===== config.mk =====
export PLATFORM = sky130hd
export DESIGN_NAME = clk_div_bank
export DESIGN_NICKNAME = d
export VERILOG_FILES = /design/src/rtl/clk_div_pkg.sv /design/src/rtl/clk_div_ch.sv /design/src/rtl/clk_div_bank.sv
export SDC_FILE = /design/constraint.sdc
export NUM_CORES = 1
export LEC_CHECK = 0
export BUFFER_PORTS_ARGS = -buffer_cell sky130_fd_sc_hd__buf_2
export CORE_MARGIN = 2
export CORE_UTILIZATION = 30
export CTS_CLUSTER_SIZE = 20
export DETAILED_ROUTE_END_ITERATION = 12
export PLACE_DENSITY = 0.55
export SLEW_MARGIN = 20
export SYNTH_ARGS = -nofsm -noshare
export SYNTH_HDL_FRONTEND = slang
export SYNTH_HIERARCHICAL = 1
export SYNTH_SLANG_ARGS = --single-unit

===== constraint.sdc =====
create_clock -name clk -period 4.3 [get_ports clk]
set_clock_uncertainty 0.2 [all_clocks]
set_input_delay 0 -clock clk [delete_from_list [all_inputs] [get_ports clk]]
set_output_delay 0 -clock clk [all_outputs]
set_load 0.01 [all_outputs]

===== src/rtl/clk_div_pkg.sv =====
// -----------------------------------------------------------------------------
// clk_div_pkg
// Shared constants and types for the programmable clock-divider bank.
//   CNT_W_DEF   : default counter/divisor width
//   DEF_DIV_DEF : default divisor loaded into every channel at reset
//   MAX_CH      : largest supported channel count
//   div_t       : divisor/counter value at the default width
//   ch_idx_t    : channel index wide enough for MAX_CH channels
//   ch_idx_w()  : channel-select width for a given channel count (min 1 bit)
// -----------------------------------------------------------------------------
package clk_div_pkg;

    localparam int CNT_W_DEF   = 20;
    localparam int DEF_DIV_DEF = 100000;
    localparam int MAX_CH      = 16;

    typedef logic [CNT_W_DEF-1:0]       div_t;
    typedef logic [$clog2(MAX_CH)-1:0]  ch_idx_t;

    function automatic int ch_idx_w(input int n);
        return (n > 1) ? $clog2(n) : 1;
    endfunction

endpackage


===== src/rtl/clk_div_ch.sv =====
// -----------------------------------------------------------------------------
// clk_div_ch
// One divider channel: 50%-duty divided clock plus a one-cycle tick at every
// toggle. A new divisor is either loaded directly (channel stopped) or held
// pending and applied at the next terminal count so no half-period is cut
// short or stretched.
// Ports:
//   clk, rst_n  : system clock, asynchronous active-low reset
//   en          : run enable (synchronous to clk)
//   load_valid  : accept load_div this cycle (only issued while busy=0)
//   load_div    : new divisor
//   clk_out     : divided clock, period 2*(div+1)
//   tick        : high for the cycle in which clk_out has just toggled
//   busy        : a divisor write is pending
// -----------------------------------------------------------------------------
module clk_div_ch
    import clk_div_pkg::*;
#(
    parameter int CNT_W   = CNT_W_DEF,
    parameter int DEF_DIV = DEF_DIV_DEF
) (
    input  logic             clk,
    input  logic             rst_n,
    input  logic             en,
    input  logic             load_valid,
    input  logic [CNT_W-1:0] load_div,
    output logic             clk_out,
    output logic             tick,
    output logic             busy
);

    logic [CNT_W-1:0] r_cnt;
    logic [CNT_W-1:0] r_div;
    logic [CNT_W-1:0] r_pend_div;
    logic             r_pend;
    logic             r_clk;
    logic             r_tick;

    always_ff @(posedge clk or negedge rst_n) begin
        if (!rst_n) begin
            r_cnt      <= '0;
            r_div      <= CNT_W'(DEF_DIV);
            r_pend_div <= '0;
            r_pend     <= 1'b0;
            r_clk      <= 1'b0;
            r_tick     <= 1'b0;
        end else if (!en) begin
            r_cnt  <= '0;
            r_clk  <= 1'b0;
            r_tick <= 1'b0;
            // Stopped channel has no phase to protect: take the divisor now,
            // and flush any write left pending when en dropped.
            if (load_valid) begin
                r_div  <= load_div;
                r_pend <= 1'b0;
            end else if (r_pend) begin
                r_div  <= r_pend_div;
                r_pend <= 1'b0;
            end
        end else begin
            if (r_cnt == r_div) begin
                r_cnt  <= '0;
                r_clk  <= ~r_clk;
                r_tick <= 1'b1;
                if (r_pend) begin
                    r_div  <= r_pend_div;
                    r_pend <= 1'b0;
                end
            end else begin
                r_cnt  <= r_cnt + 1'b1;
                r_tick <= 1'b0;
            end
            // Placed last so a write landing on a terminal count stays
            // pending until the following terminal count.
            if (load_valid) begin
                r_pend_div <= load_div;
                r_pend     <= 1'b1;
            end
        end
    end

    assign clk_out = r_clk;
    assign tick    = r_tick;
    assign busy    = r_pend;

endmodule


===== src/rtl/clk_div_bank.sv =====
// -----------------------------------------------------------------------------
// clk_div_bank
// Bank of NUM_CH independent programmable clock dividers with a ready/valid
// divisor-write port.
// Ports:
//   clk, rst_n : system clock, asynchronous active-low reset
//   en         : per-channel run enable
//   cfg_valid  : divisor write request
//   cfg_ch     : target channel
//   cfg_div    : new divisor
//   cfg_ready  : write accepted when high with cfg_valid (combinational)
//   clk_out    : divided clocks
//   tick       : one-cycle strobe at each clk_out toggle
// Build option:
//   CLK_DIV_BANK_SYNC_EN : when defined, en passes through a 2-flop
//                          synchronizer per bit (2 cycles extra latency).
// -----------------------------------------------------------------------------
module clk_div_bank
    import clk_div_pkg::*;
#(
    parameter int NUM_CH  = 4,
    parameter int CNT_W   = CNT_W_DEF,
    parameter int DEF_DIV = DEF_DIV_DEF
) (
    input  logic                        clk,
    input  logic                        rst_n,
    input  logic [NUM_CH-1:0]           en,
    input  logic                        cfg_valid,
    input  logic [ch_idx_w(NUM_CH)-1:0] cfg_ch,
    input  logic [CNT_W-1:0]            cfg_div,
    output logic                        cfg_ready,
    output logic [NUM_CH-1:0]           clk_out,
    output logic [NUM_CH-1:0]           tick
);

    localparam int CH_W = ch_idx_w(NUM_CH);

    logic [NUM_CH-1:0] w_en;
    logic [NUM_CH-1:0] w_busy;
    logic [NUM_CH-1:0] w_load;
    logic              w_ready;

`ifdef CLK_DIV_BANK_SYNC_EN
    logic [NUM_CH-1:0] r_en_s1;
    logic [NUM_CH-1:0] r_en_s2;

    always_ff @(posedge clk or negedge rst_n) begin
        if (!rst_n) begin
            r_en_s1 <= '0;
            r_en_s2 <= '0;
        end else begin
            r_en_s1 <= en;
            r_en_s2 <= r_en_s1;
        end
    end

    assign w_en = r_en_s2;
`else
    assign w_en = en;
`endif

    // Unmatched (out-of-range) channel indices leave ready at 0.
    always_comb begin
        w_ready = 1'b0;
        for (int i = 0; i < NUM_CH; i++) begin
            if (cfg_ch == CH_W'(i)) begin
                w_ready = ~w_busy[i];
            end
        end
    end

    assign cfg_ready = w_ready;

    for (genvar g = 0; g < NUM_CH; g++) begin : g_ch
        assign w_load[g] = cfg_valid & w_ready & (cfg_ch == CH_W'(g));

        clk_div_ch #(
            .CNT_W   (CNT_W),
            .DEF_DIV (DEF_DIV)
        ) u_ch (
            .clk        (clk),
            .rst_n      (rst_n),
            .en         (w_en[g]),
            .load_valid (w_load[g]),
            .load_div   (cfg_div),
            .clk_out    (clk_out[g]),
            .tick       (tick[g]),
            .busy       (w_busy[g])
        );
    end

endmodule


==> results.md <==
- Yosys cell types: 35
- N_diodes: 0
- Max Cap Violations: 0
- Synth Area in Adders: 0.388%
- Synth Warn #: 6
- Commonest cells in the netlist: dfrtp_1, mux2_2, nand2_1
- Pleak: 6.20 nW
- Worst-Skew Late Latency: 0.54 ns
- Gr usage total: 13.5%
- Die extent in x: 211 um
- Max VDD drop: 314 uV
- Final hold vios: 0
- Largest family of logic cells by synthesized area: multiplexers
- Comb power frac: 20.8%
- DR DRC count: 0
- Post-route ant nets: 0
- Clock root buffer: clkbuf_16
- Clock power share: 30.8%
- Post-CTS setup buffer count: 0
- Top Ports: 38
- Setup Viol. Count Final: 0
- Synth Net Count: 1183
- Syn avg cell area: 11.2 um^2
- 1st-iter DRT viols: 366
- Register share of total power: 48.3%
- Global route overflow: 0
- CTS H-Tree Depth: 1
- Leading cell types by total area after synthesis: dfrtp_1, mux2_2, xor2_1
- Final period util: 65.2%
- First-pass iteration count of the detailed router: 7
- CP arrival: 3.08 ns
- Int Power: 5.19 mW
- Mux cell area share after synthesis: 21.3%
- Fraction of layout cells with a size suffix above 1: 23.6%
- Area share of the largest cell type after synthesis: 44.2%
- Most numerous cell in the Yosys netlist: dfrtp_1
- RSZ-0062 raised after global routing: false
- Synth Register Bits: 252
- Slowest Stage Delay on Critical Path: 0.66 ns
- Area Growth Syn to Fin: 13.8%
- Worst-Margin Slew: 1.09 ns
- Final TNS setup: 0 ns
- Global-route wire length before repair: 47.6 mm
- Critical path endpoint category: flip-flop
- Largest net degree at the start of global routing: 96
- Design area: 14700 um^2
- Routed WL per cell: 16.7 um
- Minimum clock period: 2.80 ns
- XOR/XNOR Fraction of Synth Area: 10.3%
- Via-to-Cell Ratio: 4.72
- CP Launch Type: flip-flop
- Number of global-route vias before repair: 8462
- Worst-path clk slew: 0.06 ns
- Cells along the critical path: xor2_1 > nor4_1 > nand3_1 > o21ai_4 > buf_4 > mux2_4
- Critical path's slowest cell: o21ai_4
- Worst path top cell family by delay: compound AO/OA/AOI/OAI gates
- Outcome: completed
- Hold/Removal Path Class: in -> reg
- Routed wire length: 29.4 mm
- Initial Util: 30.6%
- Top_reg_cell synth: dfrtp_1
- Seq/Total Area, Yosys: 49.1%
- Clk sinks: 252
- Ys async rst share: 100%
- Critical path fanouts, max: 21
- Final Max Tran Viols: 0
- Synth Area in Compound Gates: 3.59%
- Pwr dens: 494 nW/um^2
- Number of buffers added on ports: 37
- Die height: 211 um
- CTS tree: built
- Via Count: 8319
- Crit path buf inv count: 1
- Fmax: 357 MHz
- Synth Cell Area: 12900 um^2
- Worst slew margin: 27.1%
- Routability cong.: 0.795
- Simple-Gate Fraction of Synth Area: 11.8%
- Full die area: 44700 um^2
- # nets final: 1236
- Max Buffers Root-to-Sink: 3
- Placed wire-length estimate: 19.4 mm
- Critical path class: reg -> reg
- Switching Fraction: 28.5%
- WP data required: 4.57 ns
- Row cnt: 75
- Area after DPL: 13600 um^2
- Placeable Area: 42200 um^2
- Net Switching: 2.07 mW
- Area leader, netlist: dfrtp_1
- Post-synth EDFFs: 0
- Initial antenna violation count: 0
- Syn Inst Count: 1150
- TritonCTS Buffers: 27
- CTS resizes: 0
[power groups by stage]
stage          Sequential (mW)  Clock (mW)  Combinational, mW
6_report                  3.51        2.24               1.51
5_1_grt                   3.59        2.40               1.70
4_1_cts                   3.51        2.31               1.54
3_5_place_dp              3.55           0               1.51
3_3_place_gp              3.53           0               1.46
2_1_floorplan             3.37           0               1.23
[final timing paths]
kind,slack [ns],cells past startpoint,start,endpoint
max in group asynchronous,2.79,4,rst_n,g_ch[1].u_ch/r_pend_div[19]
worst max register to register,1.50,6,g_ch[2].u_ch/r_cnt[12],g_ch[2].u_ch/r_div[5]
worst min register to register,0.30,1,g_ch[1].u_ch/r_cnt[0],g_ch[1].u_ch/r_cnt[0]
min in group asynchronous,0.42,3,rst_n,g_ch[2].u_ch/r_div[5]
worst min-delay path,0.1,5,cfg_ch[1],g_ch[0].u_ch/r_div[14]
worst max-delay path,1.50,6,g_ch[2].u_ch/r_cnt[12],g_ch[2].u_ch/r_div[5]
[per-stage QoR]
stage                     setup slack, ns  total power, mW  instances  util [%]  hold WS, ns
final                                1.50             7.26       1761      34.8       0.0955
after global routing                 1.31             7.69       1761      34.8        0.128
after CTS                            1.47             7.36       1761      34.8       0.0748
after detailed placement             1.47             5.06       1686      32.1      -0.0664
after global placement               1.49             5.00       1686      32.1      -0.0642
after floorplan                      2.25             4.59       1150         -       -0.496
[worst reg2reg max path: cells and delay by family, from the launching register on]
family          cells  cell delay [ns]
xor+xnor            1             0.18
simple gates        2             0.54
compound gates      1             0.66
buf+inv             1             0.39
mux                 1             0.33
flops               1             0.43
[kinds of logic after synthesis]
| group | Yosys count |
|---|---|
| DFF | 252 |
| and+or+nand+nor | 337 |
| buffers and inverters | 72 |
| adders and majority gates | 4 |
| muxes | 245 |
| AOI/OAI and AO/OA | 88 |
| xor gates and xnor gates | 152 |
[final cells by class]
type / instances / area [um^2]
Fill cell: 4218 / 27500
Tap cell: 539 / 674
Clock buffer: 37 / 763
Timing Repair Buffer: 79 / 608
Inverter: 17 / 63.8
Sequential cell: 252 / 6340
Multi-Input combinational cell: 826 / 6170
Clock inverter: 11 / 80.1
[metal layers]
metal  vias to the layer above  global-route usage (%)  share of wire [%]
met5                         -                       0                  0
met4                         0                    4.08                2.4
met3                        35                    1.74                2.8
met2                        82                    22.9                 48
met1                      4156                    18.0                 47
li1                       4046                       -                  -
[what timing repair did]
| item | CTS | global route |
|---|---|---|
| hold buffers | 27 | 0 |
| setup endpoints to repair | 0 | 0 |
| endpoints found under the hold margin | 359 | 0 |
[layout by cell type (no fill, tap or decap), types with 24 or more instances in the layout]
cell type / instances
buf_2: 36
clkbuf_16: 27
dfrtp_1: 228
dfstp_2: 24
dlygate4sd3_1: 26
mux2_2: 135
mux2_4: 24
mux2i_1: 84
nand2_1: 117
nor2_1: 115
o21ai_0: 81
xnor2_1: 51
xor2_1: 101
[flip-flops by register name, summed over array words and instances, names as in the netlist]
signal / flops
g_ch.u_ch/r_cnt: 80
g_ch.u_ch/clk_out: 4
g_ch.u_ch/tick: 4
g_ch.u_ch/busy: 4
g_ch.u_ch/r_pend_div: 80
g_ch.u_ch/r_div: 80
No activity file was read; power rests on OpenSTA's default activity.
